`src/rtl/sobol_rng_nd_if.sv`:
```
// Control, direction-vector load and point output bundle for sobol_rng_nd.
// The master side (SNG controller or bench) drives the controls; the generator is the slave.
interface sobol_rng_nd_if #(
    parameter int unsigned WIDTH = 8,
    parameter int unsigned NDIM  = 2
);
    localparam int unsigned IDXW = $clog2(WIDTH);
    localparam int unsigned DIMW = (NDIM > 1) ? $clog2(NDIM) : 1;

    logic                    enable;
    logic                    clear;
    logic                    dv_we;
    logic [DIMW-1:0]         dv_dim;
    logic [IDXW-1:0]         dv_idx;
    logic [WIDTH-1:0]        dv_data;
    logic [NDIM*WIDTH-1:0]   rng_out;
    logic [WIDTH-1:0]        cnt;
    logic [IDXW-1:0]         lsz_idx;
    logic                    wrap;

    modport master (
        output enable, clear, dv_we, dv_dim, dv_idx, dv_data,
        input  rng_out, cnt, lsz_idx, wrap
    );

    modport slave (
        input  enable, clear, dv_we, dv_dim, dv_idx, dv_data,
        output rng_out, cnt, lsz_idx, wrap
    );
endinterface

```
`src/rtl/sobol_rng_nd.sv`:
```
// Multi-dimension Sobol point generator: shared index counter, least-significant-zero
// scan, and per-dimension XOR update with run-time loadable direction vectors.
module sobol_rng_nd #(
    parameter int unsigned WIDTH = 8,
    parameter int unsigned NDIM  = 2
) (
    input logic           clk,
    input logic           rst_n,
    sobol_rng_nd_if.slave bus
);
    localparam int unsigned IDXW = $clog2(WIDTH);

    logic [WIDTH-1:0] cnt_q, cnt_d;
    logic [WIDTH-1:0] rng_q [NDIM];
    logic [WIDTH-1:0] rng_d [NDIM];
    logic [WIDTH-1:0] v_q   [NDIM][WIDTH];
    logic             wrap_q, wrap_d;
    logic [IDXW-1:0]  lsz;
    logic             at_end;
    logic             dv_hit;

    // Scan from the top down so the lowest zero position is the last one written.
    always_comb begin
        lsz = '0;
        for (int k = WIDTH - 1; k >= 0; k--) begin
            if (!cnt_q[k]) lsz = IDXW'(k);
        end
    end

    assign at_end = &cnt_q;

    always_comb begin
        cnt_d  = cnt_q;
        wrap_d = 1'b0;
        for (int d = 0; d < NDIM; d++) rng_d[d] = rng_q[d];
        if (bus.clear) begin
            cnt_d = '0;
            for (int d = 0; d < NDIM; d++) rng_d[d] = '0;
        end else if (bus.enable) begin
            if (at_end) begin
                cnt_d  = '0;
                wrap_d = 1'b1;
                for (int d = 0; d < NDIM; d++) rng_d[d] = '0;
            end else begin
                cnt_d = cnt_q + WIDTH'(1);
                for (int d = 0; d < NDIM; d++) rng_d[d] = rng_q[d] ^ v_q[d][lsz];
            end
        end
    end

    always_ff @(posedge clk or negedge rst_n) begin
        if (!rst_n) begin
            cnt_q  <= '0;
            wrap_q <= 1'b0;
            for (int d = 0; d < NDIM; d++) rng_q[d] <= '0;
        end else begin
            cnt_q  <= cnt_d;
            wrap_q <= wrap_d;
            for (int d = 0; d < NDIM; d++) rng_q[d] <= rng_d[d];
        end
    end

    // Out-of-range dimension or index is dropped rather than aliased.
    assign dv_hit = bus.dv_we && (32'(bus.dv_dim) < NDIM) && (32'(bus.dv_idx) < WIDTH);

    always_ff @(posedge clk or negedge rst_n) begin
        if (!rst_n) begin
            for (int d = 0; d < NDIM; d++) begin
                for (int k = 0; k < WIDTH; k++) begin
                    v_q[d][k] <= WIDTH'(1) << (WIDTH - 1 - k);
                end
            end
        end else if (dv_hit) begin
            v_q[bus.dv_dim][bus.dv_idx] <= bus.dv_data;
        end
    end

    for (genvar d = 0; d < NDIM; d++) begin : g_out
        assign bus.rng_out[d*WIDTH +: WIDTH] = rng_q[d];
    end

    assign bus.cnt     = cnt_q;
    assign bus.lsz_idx = lsz;
    assign bus.wrap    = wrap_q;
endmodule

```
`src/flat_wrapper.sv`:
```
// flat-port wrapper written by rule: the top's interface ports become plain ports
module sobol_rng_nd_flat 
#(
    parameter int unsigned WIDTH = 8,
    parameter int unsigned NDIM  = 2
)
  (clk, rst_n, bus_enable, bus_clear, bus_dv_we, bus_dv_dim, bus_dv_idx, bus_dv_data, bus_rng_out, bus_cnt, bus_lsz_idx, bus_wrap);
  sobol_rng_nd_if #(.WIDTH(WIDTH), .NDIM(NDIM)) bus_i ();
  input logic clk;
  input logic rst_n;
  input wire logic [$bits(bus_i.enable)-1:0] bus_enable;
  input wire logic [$bits(bus_i.clear)-1:0] bus_clear;
  input wire logic [$bits(bus_i.dv_we)-1:0] bus_dv_we;
  input wire logic [$bits(bus_i.dv_dim)-1:0] bus_dv_dim;
  input wire logic [$bits(bus_i.dv_idx)-1:0] bus_dv_idx;
  input wire logic [$bits(bus_i.dv_data)-1:0] bus_dv_data;
  output wire logic [$bits(bus_i.rng_out)-1:0] bus_rng_out;
  output wire logic [$bits(bus_i.cnt)-1:0] bus_cnt;
  output wire logic [$bits(bus_i.lsz_idx)-1:0] bus_lsz_idx;
  output wire logic [$bits(bus_i.wrap)-1:0] bus_wrap;
  assign bus_i.enable = bus_enable;
  assign bus_i.clear = bus_clear;
  assign bus_i.dv_we = bus_dv_we;
  assign bus_i.dv_dim = bus_dv_dim;
  assign bus_i.dv_idx = bus_dv_idx;
  assign bus_i.dv_data = bus_dv_data;
  assign bus_rng_out = bus_i.rng_out;
  assign bus_cnt = bus_i.cnt;
  assign bus_lsz_idx = bus_i.lsz_idx;
  assign bus_wrap = bus_i.wrap;
  sobol_rng_nd #(.WIDTH(WIDTH), .NDIM(NDIM)) u_core (.clk(clk), .rst_n(rst_n), .bus(bus_i));
endmodule
```
`config.mk`:
```
export PLATFORM = sky130hd
export DESIGN_NAME = sobol_rng_nd_flat
export DESIGN_NICKNAME = d
export VERILOG_FILES = /design/src/rtl/sobol_rng_nd_if.sv /design/src/rtl/sobol_rng_nd.sv /design/src/flat_wrapper.sv
export SDC_FILE = /design/constraint.sdc
export NUM_CORES = 1
export LEC_CHECK = 0
export BUFFER_PORTS_ARGS = -buffer_cell sky130_fd_sc_hd__buf_2
export CAP_MARGIN = 20
export CORE_UTILIZATION = 65
export CTS_BUF_LIST = sky130_fd_sc_hd__clkbuf_16
export DETAILED_ROUTE_END_ITERATION = 8
export HOLD_SLACK_MARGIN = 0.1
export PLACE_DENSITY = 0.87
export SKIP_LAST_GASP = 1
export SYNTH_ARGS = -nofsm -noshare
export SYNTH_HDL_FRONTEND = slang
export SYNTH_SLANG_ARGS = --single-unit
```
`constraint.sdc`:
```
create_clock -name clk -period 2.9 [get_ports clk]
set_input_delay 0.58 -clock clk [delete_from_list [all_inputs] [get_ports clk]]
set_output_delay 0.58 -clock clk [all_outputs]
set_load 0.02 [all_outputs]
```
==> metrics.txt <==
initial cell density of the core 0.6687; unrepaired setup endpoints after global routing false; placed insts 734; number of global-route vias before repair 5362; Max Transition Viols Final 0; origin of the critical flop-to-flop path u_core.bus.cnt[3]; drt wl/cell 23.61 um; I/O Pins 45; period utilization 0.9145; Yosys top cell by area dfrtp_1; Die ar. 11630 um^2; Worst-Margin Slew 0.8198 ns; Final WS setup 0.2479 ns; Finished Core Util 0.7539; Netlist cell types 44; TNS Setup 0 ns; Num CTS Buffers 17; asr flop ratio synth 1.000; cells resized by post-CTS repair 0; Post-synth EDFFs 0; Hold Crit Class primary input to asynchronous set/reset pin; die height 107.8 um; Fin Clk Skew 0.01127 ns; largest net degree at the start of global routing 70; Reg2Reg Capture Point u_core.bus.rng_out[2]; GRT Residual Overflow 0; row cnt 38; RD Place Congestion 0.8655; syn nets 591; setup bufs post-CTS 0; total core area 10890 um^2; P&R area growth vs syn 12.73%; CP Max Fanout 21; clock latency on the worst-skew pair 0.43 ns; clock root buffer clkbuf_16; Critical Path Sink Type flip-flop; Finished Layout Cells 766; drt first pass iters 5; min cycle time layout 2.652 ns; Pwr per Cell Area 769.6 nW/um^2; H-Tree Depth 4; cts hold-fix bufs 0; leak pwr 3.779 nW; Fin. Hold Viols 0; CP Data Required Time 3.21 ns; Max-Cap Viols 0; fin area 8208 um^2; final setup fails 0; detailed-route via count 5174; hold slack 0.1464 ns; share of cells above drive strength 1 0.3738; worst ir drop on vdd 417.2 uV; number of DRC markers in iteration 0 462; Clock Tree Buf Depth 2; Synth Cell Area 7281 um^2; sequential share of the synthesized area 0.5286; R2R depth 7; placed cell area 7575 um^2; Routed Antenna Nets 0; Post-synth top cells dfrtp_1, mux2_2, mux2i_1; # DRC 0; ys flop type dfrtp_1; Area contributors post-synth dfrtp_1, mux2_2, mux2i_1; worst reg2reg setup slack 0.25 ns; dpl hpwl 10.77 mm; YS warnings 0; Total Routed Length 18.09 mm; slew margin rel. 0.4514; PortBufs 44; pre-CTS WS 0.4609 ns; CTS tree yes; area share of the largest cell type after synthesis 0.4709; filler cell count 616; Mapped Cells 573; startpoint types flip-flop; status complete, no violations; Layout Nets 631; GRT Total Usage 0.3350; WP data arrival 2.96 ns; Yosys reg bits 153; first-pass GRT wire length 28.68 mm; initial antenna violation count 0; ANT cells 0; CTS sink count 153; maximum clock frequency 377.1 MHz; most used standard cell by instance count after synthesis dfrtp_1; clock-pin slew on the worst setup and hold paths 0.06 ns; syn_area_per_cell 12.71 um^2; vias per cell 6.755; CP Class flip-flop to flip-flop; Die Width 107.8 um; Total Power 6.317 mW
where the power goes:
part           switching [mW]  internal [mW]  leakage, nW
clock network           0.873           1.51        0.313
registers               0.274           2.62         1.88
logic                   0.514          0.519         1.58
total                    1.66           4.66         3.78
sequential cells by signal, indices dropped and copies added (netlist names):
signal,count
u_core.bus.cnt,8
u_core.bus.rng_out,16
u_core.bus.wrap,1
u_core.v_q,128
layout make-up:
| type | instances | area [um^2] | share of cell area |
|---|---|---|---|
| Sequential cell | 153 | 3849 | 0.4689 |
| Inverter | 3 | 11.26 | 0.001372 |
| Clock buffer | 17 | 425.4 | 0.05183 |
| Multi-Input combinational cell | 381 | 3203 | 0.3902 |
| Timing Repair Buffer | 57 | 336.6 | 0.04101 |
| Tap cell | 140 | 175.2 | 0.02134 |
| Clock inverter | 15 | 207.7 | 0.02530 |
cells in the final DEF (no fill, tap or decap), types with 3 or more instances in the layout:
| master | count |
|---|---|
| o31ai_1 | 18 |
| nor2_1 | 32 |
| dfstp_2 | 16 |
| a21bo_1 | 16 |
| a21oi_1 | 19 |
| nor2b_1 | 17 |
| buf_4 | 12 |
| nand3b_1 | 3 |
| o22ai_1 | 32 |
| nand2_1 | 13 |
| mux2_2 | 120 |
| mux2i_1 | 49 |
| nand3_1 | 3 |
| nand2b_1 | 7 |
| buf_2 | 43 |
| dfrtp_1 | 137 |
| clkbuf_16 | 17 |
| clkinv_2 | 6 |
| o21ai_1 | 4 |
| o21ai_0 | 19 |
| bufinv_16 | 5 |
| mux2_1 | 8 |
| inv_1 | 4 |
routing by layer:
layer / up-vias / global-route usage / share of wire
met1: 2650 / 0.4254 / 0.40
li1: 2160 / - / -
met5: - / 0 / 0
met3: 58 / 0.09504 / 0.087
met2: 306 / 0.5270 / 0.49
met4: 0 / 0.1654 / 0.028
cells by family after synthesis:
| kind of cell | count (synthesis) | synth area share |
|---|---|---|
| muxes | 177 | 0.2653 |
| buffers and inverters | 39 | 0.03145 |
| adders and majority gates | 1 | 0.001718 |
| DFF | 153 | 0.5286 |
| and+or+nand+nor | 87 | 0.06462 |
| AOI/OAI and AO/OA | 114 | 0.1059 |
| xor gates and xnor gates | 2 | 0.002406 |
critical path, cell delays in order, from the launching register on:
cell	delay, ns
dfrtp_1	0.59
nand4_4	0.20
nor2_8	0.47
buf_4	0.30
mux2i_1	0.29
o22ai_1	0.16
o21ai_0	0.26
a21bo_1	0.25
worst max path at each step:
| stage | start | end | slack, ns | depth (start not counted) |
|---|---|---|---|---|
| final | u_core.bus.cnt[3] | u_core.bus.rng_out[2] | 0.25 | 7 |
| after global routing | u_core.bus.cnt[3] | u_core.bus.rng_out[2] | 0.19 | 7 |
| after CTS | u_core.bus.cnt[3] | u_core.bus.rng_out[2] | 0.34 | 7 |
| after detailed placement | u_core.bus.cnt[3] | u_core.bus.rng_out[4] | 0.46 | 7 |
| after global placement | u_core.bus.cnt[3] | u_core.bus.rng_out[2] | 0.59 | 7 |
| after floorplan | u_core.bus.cnt[7] | bus_lsz_idx[0] | 0.79 | 5 |
No activity file was read; power rests on OpenSTA's default activity.
